File: src/rtl/lc3_ctrl_pkg.sv
// Shared definitions for the LC-3 microsequencer.
// Contents:
//   - the state encoding, which uses the LC-3 state numbers;
//   - the opcode constants;
//   - the mux and ALU select encodings that processing_unit also uses;
//   - the packed control word produced by control_decode;
//   - the opcode-to-first-execute-state helper.
package lc3_ctrl_pkg;

   localparam int CU_STATE_W = 6;

   typedef enum logic [CU_STATE_W-1:0] {
      S0  = 6'd0,  S1  = 6'd1,  S2  = 6'd2,  S3  = 6'd3,
      S5  = 6'd5,  S9  = 6'd9,  S12 = 6'd12, S14 = 6'd14,
      S16 = 6'd16, S18 = 6'd18, S22 = 6'd22, S23 = 6'd23,
      S25 = 6'd25, S27 = 6'd27, S32 = 6'd32, S33 = 6'd33,
      S35 = 6'd35, S63 = 6'd63
   } state_e;

   localparam logic [3:0] OP_BR  = 4'b0000;
   localparam logic [3:0] OP_ADD = 4'b0001;
   localparam logic [3:0] OP_LD  = 4'b0010;
   localparam logic [3:0] OP_ST  = 4'b0011;
   localparam logic [3:0] OP_AND = 4'b0101;
   localparam logic [3:0] OP_NOT = 4'b1001;
   localparam logic [3:0] OP_JMP = 4'b1100;
   localparam logic [3:0] OP_LEA = 4'b1110;

   localparam logic [1:0] ALUK_ADD   = 2'b00;
   localparam logic [1:0] ALUK_AND   = 2'b01;
   localparam logic [1:0] ALUK_NOT   = 2'b10;
   localparam logic [1:0] ALUK_PASSA = 2'b11;

   localparam logic [1:0] SR1_IR11_9 = 2'b00;
   localparam logic [1:0] SR1_IR8_6  = 2'b01;
   localparam logic [1:0] SR1_R6     = 2'b10;

   localparam logic [1:0] DR_IR11_9  = 2'b00;
   localparam logic [1:0] DR_R6      = 2'b01;
   localparam logic [1:0] DR_R7      = 2'b10;

   localparam logic [1:0] PC_PLUS1   = 2'b00;
   localparam logic [1:0] PC_BUS     = 2'b01;
   localparam logic [1:0] PC_ADDER   = 2'b10;

   localparam logic       A1_PC      = 1'b0;
   localparam logic       A1_SR1     = 1'b1;

   localparam logic [1:0] A2_ZERO    = 2'b00;
   localparam logic [1:0] A2_OFF6    = 2'b01;
   localparam logic [1:0] A2_OFF9    = 2'b10;
   localparam logic [1:0] A2_OFF11   = 2'b11;

   localparam logic       MARMUX_ZEXT  = 1'b0;
   localparam logic       MARMUX_ADDER = 1'b1;

   localparam logic       RW_READ    = 1'b0;
   localparam logic       RW_WRITE   = 1'b1;

   typedef struct packed {
      logic       ld_mar;
      logic       ld_mdr;
      logic       ld_ir;
      logic       ld_pc;
      logic       ld_reg;
      logic       ld_cc;
      logic       ld_ben;
      logic       gate_pc;
      logic       gate_mdr;
      logic       gate_alu;
      logic       gate_marmux;
      logic [1:0] aluk;
      logic [1:0] sr1mux;
      logic [1:0] drmux;
      logic [1:0] pcmux;
      logic       addr1mux;
      logic [1:0] addr2mux;
      logic       marmux;
      logic       mio_en;
      logic       r_w;
   } ctrl_t;

   localparam int    CTRL_W    = $bits(ctrl_t);
   localparam ctrl_t CTRL_IDLE = ctrl_t'({CTRL_W{1'b0}});

   // First execute state for an opcode; anything unsupported goes to halt_s.
   function automatic state_e op_to_state(input logic [3:0] op, input state_e halt_s);
      state_e s;
      case (op)
         OP_BR:   s = S0;
         OP_ADD:  s = S1;
         OP_AND:  s = S5;
         OP_NOT:  s = S9;
         OP_JMP:  s = S12;
         OP_LD:   s = S2;
         OP_ST:   s = S3;
         OP_LEA:  s = S14;
         default: s = halt_s;
      endcase
      return s;
   endfunction

endpackage

File: src/rtl/control_decode.sv
// Purely combinational decode of microsequencer state into the datapath control word.
// Ports:
//   state     - current microsequencer state
//   mem_ready - memory ready; qualifies LD_MDR so MDR loads only when the read completes
//   ctrl      - control word; every control not named for a state stays 0
module control_decode
   import lc3_ctrl_pkg::*;
(
   input  state_e state,
   input  logic   mem_ready,
   output ctrl_t  ctrl
);

   // State to control word; at most one bus gate is driven in any state.
   always_comb begin
      ctrl = CTRL_IDLE;
      case (state)
         S18: begin
            ctrl.gate_pc = 1'b1;
            ctrl.ld_mar  = 1'b1;
            ctrl.pcmux   = PC_PLUS1;
            ctrl.ld_pc   = 1'b1;
         end
         S33, S25: begin
            ctrl.mio_en = 1'b1;
            ctrl.r_w    = RW_READ;
            ctrl.ld_mdr = mem_ready;
         end
         S35: begin
            ctrl.gate_mdr = 1'b1;
            ctrl.ld_ir    = 1'b1;
         end
         S32: begin
            ctrl.ld_ben = 1'b1;
         end
         S1, S5, S9: begin
            ctrl.sr1mux   = SR1_IR8_6;
            ctrl.drmux    = DR_IR11_9;
            ctrl.gate_alu = 1'b1;
            ctrl.ld_reg   = 1'b1;
            ctrl.ld_cc    = 1'b1;
            if (state == S1) begin
               ctrl.aluk = ALUK_ADD;
            end else if (state == S5) begin
               ctrl.aluk = ALUK_AND;
            end else begin
               ctrl.aluk = ALUK_NOT;
            end
         end
         S22: begin
            ctrl.addr1mux = A1_PC;
            ctrl.addr2mux = A2_OFF9;
            ctrl.pcmux    = PC_ADDER;
            ctrl.ld_pc    = 1'b1;
         end
         S12: begin
            ctrl.sr1mux   = SR1_IR8_6;
            ctrl.addr1mux = A1_SR1;
            ctrl.addr2mux = A2_ZERO;
            ctrl.pcmux    = PC_ADDER;
            ctrl.ld_pc    = 1'b1;
         end
         S14: begin
            ctrl.addr1mux    = A1_PC;
            ctrl.addr2mux    = A2_OFF9;
            ctrl.marmux      = MARMUX_ADDER;
            ctrl.gate_marmux = 1'b1;
            ctrl.drmux       = DR_IR11_9;
            ctrl.ld_reg      = 1'b1;
         end
         S2, S3: begin
            ctrl.addr1mux    = A1_PC;
            ctrl.addr2mux    = A2_OFF9;
            ctrl.marmux      = MARMUX_ADDER;
            ctrl.gate_marmux = 1'b1;
            ctrl.ld_mar      = 1'b1;
         end
         S27: begin
            ctrl.gate_mdr = 1'b1;
            ctrl.drmux    = DR_IR11_9;
            ctrl.ld_reg   = 1'b1;
            ctrl.ld_cc    = 1'b1;
         end
         S23: begin
            ctrl.sr1mux   = SR1_IR11_9;
            ctrl.aluk     = ALUK_PASSA;
            ctrl.gate_alu = 1'b1;
            ctrl.ld_mdr   = 1'b1;
         end
         S16: begin
            ctrl.mio_en = 1'b1;
            ctrl.r_w    = RW_WRITE;
         end
         default: begin
            ctrl = CTRL_IDLE;
         end
      endcase
   end

endmodule

File: src/rtl/control_unit.sv
// LC-3 microsequencer (Moore FSM).
// It covers fetch, decode, ADD, AND, NOT, BR, JMP, LD, ST and LEA.
// Ports:
//   i_CLK, i_RST        - clock; synchronous active-high reset into fetch (state 18)
//   i_IR                - instruction register; only the opcode steers sequencing
//   i_BEN               - latched branch enable from the datapath
//   i_R                 - memory ready; low holds the memory states
//   o_LD_* / o_Gate*    - register loads and bus drivers
//   o_ALUK, o_*MUX      - datapath selects (encodings in lc3_ctrl_pkg)
//   o_MIO_EN, o_R_W     - memory access enable and direction
//   o_HALT              - high while parked in the halt state
//   o_STATE             - current state number
// All controls are forced to 0 while i_RST is high, so an interrupted access is dropped
// immediately rather than completing on the reset cycle.
module control_unit
   import lc3_ctrl_pkg::*;
#(
   parameter int STATE_W    = 6,
   parameter int HALT_STATE = 63
)(
   input  logic               i_CLK,
   input  logic               i_RST,
   input  logic [15:0]        i_IR,
   input  logic               i_BEN,
   input  logic               i_R,
   output logic               o_LD_MAR,
   output logic               o_LD_MDR,
   output logic               o_LD_IR,
   output logic               o_LD_PC,
   output logic               o_LD_REG,
   output logic               o_LD_CC,
   output logic               o_LD_BEN,
   output logic               o_GatePC,
   output logic               o_GateMDR,
   output logic               o_GateALU,
   output logic               o_GateMARMUX,
   output logic [1:0]         o_ALUK,
   output logic [1:0]         o_SR1MUX,
   output logic [1:0]         o_DRMUX,
   output logic [1:0]         o_PCMUX,
   output logic               o_ADDR1MUX,
   output logic [1:0]         o_ADDR2MUX,
   output logic               o_MARMUX,
   output logic               o_MIO_EN,
   output logic               o_R_W,
   output logic               o_HALT,
   output logic [STATE_W-1:0] o_STATE
);

   localparam state_e HALT_S = state_e'(CU_STATE_W'(HALT_STATE));

   state_e state_r;
   state_e next_state_s;
   ctrl_t  ctrl_s;
   ctrl_t  out_s;

   // Operand fields are decoded in the datapath, not here.
   logic   ir_unused_s;
   assign ir_unused_s = ^i_IR[11:0];

   // State register with synchronous reset into fetch.
   always_ff @(posedge i_CLK) begin
      if (i_RST) begin
         state_r <= S18;
      end else begin
         state_r <= next_state_s;
      end
   end

   // Next-state sequencing; memory states hold until ready, unknown codes park in halt.
   always_comb begin
      next_state_s = state_r;
      case (state_r)
         S18: next_state_s = S33;
         S33: begin
            if (i_R) begin
               next_state_s = S35;
            end else begin
               next_state_s = S33;
            end
         end
         S35: next_state_s = S32;
         S32: next_state_s = op_to_state(i_IR[15:12], HALT_S);
         S0: begin
            if (i_BEN) begin
               next_state_s = S22;
            end else begin
               next_state_s = S18;
            end
         end
         S1, S5, S9, S12, S14, S22, S27: next_state_s = S18;
         S2:  next_state_s = S25;
         S25: begin
            if (i_R) begin
               next_state_s = S27;
            end else begin
               next_state_s = S25;
            end
         end
         S3:  next_state_s = S23;
         S23: next_state_s = S16;
         S16: begin
            if (i_R) begin
               next_state_s = S18;
            end else begin
               next_state_s = S16;
            end
         end
         default: next_state_s = HALT_S;
      endcase
   end

   control_decode u_decode (
      .state     (state_r),
      .mem_ready (i_R),
      .ctrl      (ctrl_s)
   );

   // Reset silences every control, including a memory access caught mid-wait.
   always_comb begin
      if (i_RST) begin
         out_s = CTRL_IDLE;
      end else begin
         out_s = ctrl_s;
      end
   end

   assign o_LD_MAR     = out_s.ld_mar;
   assign o_LD_MDR     = out_s.ld_mdr;
   assign o_LD_IR      = out_s.ld_ir;
   assign o_LD_PC      = out_s.ld_pc;
   assign o_LD_REG     = out_s.ld_reg;
   assign o_LD_CC      = out_s.ld_cc;
   assign o_LD_BEN     = out_s.ld_ben;
   assign o_GatePC     = out_s.gate_pc;
   assign o_GateMDR    = out_s.gate_mdr;
   assign o_GateALU    = out_s.gate_alu;
   assign o_GateMARMUX = out_s.gate_marmux;
   assign o_ALUK       = out_s.aluk;
   assign o_SR1MUX     = out_s.sr1mux;
   assign o_DRMUX      = out_s.drmux;
   assign o_PCMUX      = out_s.pcmux;
   assign o_ADDR1MUX   = out_s.addr1mux;
   assign o_ADDR2MUX   = out_s.addr2mux;
   assign o_MARMUX     = out_s.marmux;
   assign o_MIO_EN     = out_s.mio_en;
   assign o_R_W        = out_s.r_w;
   assign o_HALT       = !i_RST && (state_r == HALT_S);
   assign o_STATE      = STATE_W'(state_r);

endmodule

File: config.mk
export PLATFORM = sky130hd
export DESIGN_NAME = control_unit
export DESIGN_NICKNAME = d
export VERILOG_FILES = /design/src/rtl/lc3_ctrl_pkg.sv /design/src/rtl/control_decode.sv /design/src/rtl/control_unit.sv
export SDC_FILE = /design/constraint.sdc
export NUM_CORES = 1
export LEC_CHECK = 0
export CAP_MARGIN = 10
export CORE_ASPECT_RATIO = 0.6
export CORE_UTILIZATION = 39
export CTS_CLUSTER_DIAMETER = 80
export DETAILED_ROUTE_END_ITERATION = 8
export GPL_TIMING_DRIVEN = 0
export PLACE_DENSITY_LB_ADDON = 0.08
export SLEW_MARGIN = 0
export SYNTH_ARGS = -nofsm -noshare
export SYNTH_HDL_FRONTEND = slang
export SYNTH_SLANG_ARGS = --single-unit
File: constraint.sdc
create_clock -name i_CLK -period 2.1 [get_ports i_CLK]
set_input_delay 0.525 -clock i_CLK [delete_from_list [all_inputs] [get_ports i_CLK]]
set_output_delay 0.525 -clock i_CLK [all_outputs]
set_load 0.01 [all_outputs]
==> reports/results.ini <==
[timing]
final_count_of_hold_timing_violations=0
fin_ws_ns=-0.147
slew_viol_final=0
worst_pin_slew_ns=0.549
final-setup-viol-count=7
final.min_clock_period_ns=2.25
rsz0062_at_grt=yes
post-route-period-util=1.07
timing.slew.headroom=0.634
hold_ws_ns=0.752
finalClockSkew_ns=0.00551
maxClockFrequency_mhz=445

[finish]
num_antenna_cells=0
layout_overhead_on_the_synthesized_area_pct=67.9
largest_reg_flops=6
layout-drive-gt1-share=0.458
design.final.nets=249

[global_routing]
globalRouteOverflowTotal=0
grt_start_max_net_pins=11
number_of_global_route_vias_before_repair=1380
grtUsageTotal=0.296
grt_pass1_wl_mm=7.16
antenna_found_initial=0

[worst_setup_path]
rr_startpoint=o_STATE[4]$_SDFF_PP1_
timing.critical_path.arrival_ns=1.72
critical-path-max-stage-delay_ns=0.38
crit_path_max_fanout=6
worstPathBufferInverterCount=2
reg2reg_setup_slack_ns=0.26
cpLargestDelayFamily=simple AND/OR/NAND/NOR gates
critical_path.endpoint_type=output port
r2r-end=o_STATE[1]$_SDFF_PP1_
critical_path_required_ns=1.57
worst_setup_start_kind=register
crit_type=reg2out
crit_path_cell_trace=buf_8 -> or3b_1 -> a21oi_2 -> a32oi_2 -> nor3b_2 -> buf_2
timing.critical_path.slowest_stage_cell=or3b_1
rr_worst_depth=6

[drt]
post_drt_via_cell_ratio=6.37
drc_violations=0
postRouteWirelength_mm=5.25
final_antenna_net_count=0
wire_per_inst_microns=19.7
drt_pass1_iterations=5
drt_first_iter_violations=161
dr_total_vias=1702

[floorplanning]
fp.dieArea_sq_um=3180
die_h_microns=44.1
dieWidth_microns=72.1
core_area_sq_um=2650
starting_density=0.435
io-pin-count=52
floorplan.rows=14

[synth]
syn-instance-count=163
syn_avg_cell_area_sq_um=7.06
ys.flop_type=dfxtp_1
yosysSeqAreaShare=0.104
postSynthRegisterBits=6
synth_async_sr_flop_share=0
synth_edf_count=0
synth_cell_types=55
yosys_warnings=0
synthesis.area_sq_um=1150

[power_and_ir_drop]
irDropWorstVdd_mv=0.954
clock_power_share=0.058
powerDensity_nw_per_um2=1490
netSwitchingPower_mw=1.42
pwr-share-seq=0.112
combPwrFrac=0.830
netSwitchingFraction=0.495
power_report.internal_total_mw=1.45
power.leakage_nw=0.818

[job]
max_cap_violations=0

[placed_design]
place.detailed.hpwl_mm=3.12
globalplace.congestion=0.920
placement.setup.worst_slack_ns=-0.898
port_buffer_count=33

[run_status]
outcome=finished, violations left
failed_checks=setup timing

[worst_hold_path]
worstHoldEndpoint=o_STATE[5]$_SDFF_PP0_
worstHoldPathType=in2reg
hold-path-cell-count=3
hp-start=i_RST

[clock_tree]
cts_buffers=3
ctsLongestPathBuffers=2
clk-insertion-delay-late_ns=0.22
clockRootBuffer=clkbuf_8
clock-sinks=6
cts_htree_levels=1
cts_tree=yes
clk_transition_reported_paths_ns=0.04

-- repair_timing --
item / CTS / global route
hold buffers: 0 / 0
endpoints found under the setup margin: 21 / 16
pin swaps: 12 / 10
gates resized for setup: 117 / 23
setup buffers: 16 / 10
-- through the flow --
stage / instance area (sq um) / setup TNS [ns] / utilization / std cells / total power [mW]
2_1_floorplan: 1170 / 0 / - / 167 / 1.37
3_3_place_gp: 1550 / -13.32 / 0.585 / 240 / 1.88
3_5_place_dp: 1550 / -13.52 / 0.585 / 240 / 1.91
4_1_cts: 1820 / -0.372 / 0.687 / 259 / 2.54
5_1_grt: 1930 / -0.908 / 0.731 / 267 / 3.00
6_report: 1930 / -0.414 / 0.731 / 267 / 2.88
-- worst reg2reg max path, stage by stage, from the launching register on --
cell and delay (ns):
dfxtp_4 0.37, buf_4 0.16, buf_4 0.16, and4bb_2 0.32, a211oi_1 0.07, o221ai_1 0.37, o2111ai_1 0.22
-- synth_stat cells (all sizes together) (4+ instances only) --
master	number	area [sq um]
nand3b	5	37.5
a21oi	11	58.8
nor2	12	45.0
inv	4	15.0
nor3	8	45.0
buf	21	141
nor2b	8	50.1
dfxtp	6	120
a32oi	4	35.0
a211o	5	43.8
or2	5	31.3
nand2b	7	43.8
nand2	10	37.5
-- layout make-up --
cell class / count / area, sq um
fillers: 205 / 712
multi-input cells: 134 / 1020
inverters: 4 / 15.0
plain buffers: 21 / 195
flip-flops and latches: 6 / 140
well taps: 40 / 50.0
repair buffers: 59 / 474
clock buffers: 3 / 41.3
-- power groups by stage --
| stage | Clock [mW] | Sequential (mW) | Combinational (mW) |
|---|---|---|---|
| after floorplan | 0 | 0.251 | 1.11 |
| after global placement | 0 | 0.244 | 1.63 |
| after detailed placement | 0 | 0.248 | 1.66 |
| after CTS | 0.173 | 0.278 | 2.09 |
| after global routing | 0.182 | 0.332 | 2.48 |
| final | 0.167 | 0.323 | 2.39 |
-- logic make-up (layout without fill, tap and decap cells) --
group,Yosys count,in the layout,share of synthesized area
other cells,1,5,0.00326
flops,6,6,0.104
simple gates,76,76,0.388
xor+xnor,3,3,0.0228
compound gates,50,50,0.339
buf+inv,27,87,0.142
-- worst max path at each step --
stage | start | end | slack [ns] | cells after the start
2_1_floorplan | o_STATE[3]$_SDFF_PP0_ | o_ADDR2MUX[1] | 0.07 | 5
3_3_place_gp | i_RST | o_MARMUX | -0.90 | 5
3_5_place_dp | i_RST | o_MARMUX | -0.90 | 5
4_1_cts | o_STATE[3]$_SDFF_PP0_ | o_LD_MDR | -0.17 | 7
5_1_grt | o_STATE[3]$_SDFF_PP0_ | o_LD_MDR | -0.19 | 6
6_report | o_STATE[3]$_SDFF_PP0_ | o_LD_MDR | -0.15 | 6
-- cell usage in the layout (no fill, tap or decap), drive strengths merged, types with 3 or more instances in the layout --
cell            n
nor3b           3
a211o           5
a21oi          11
clkdlybuf4s50  11
or3             3
inv             4
nand3b          5
o22ai           3
nor3            8
a32oi           4
a21o            3
or2             5
nor2           12
dlygate4sd2     4
nand2          10
nor2b           8
dfxtp           6
buf            58
a21boi          3
o2111ai         3
or3b            3
nand2b          7
clkbuf          8
a211oi          3
conb            5
-- per-layer routing --
metal  up-vias  track usage  routed length (microns)
li1        727            -                        -
met1       811        0.428                     2150
met2       139        0.445                     2300
met3        25       0.0820                      653
met4         0       0.0549                      144
met5         -            0                        0
Power figures use the tool's default switching activity.
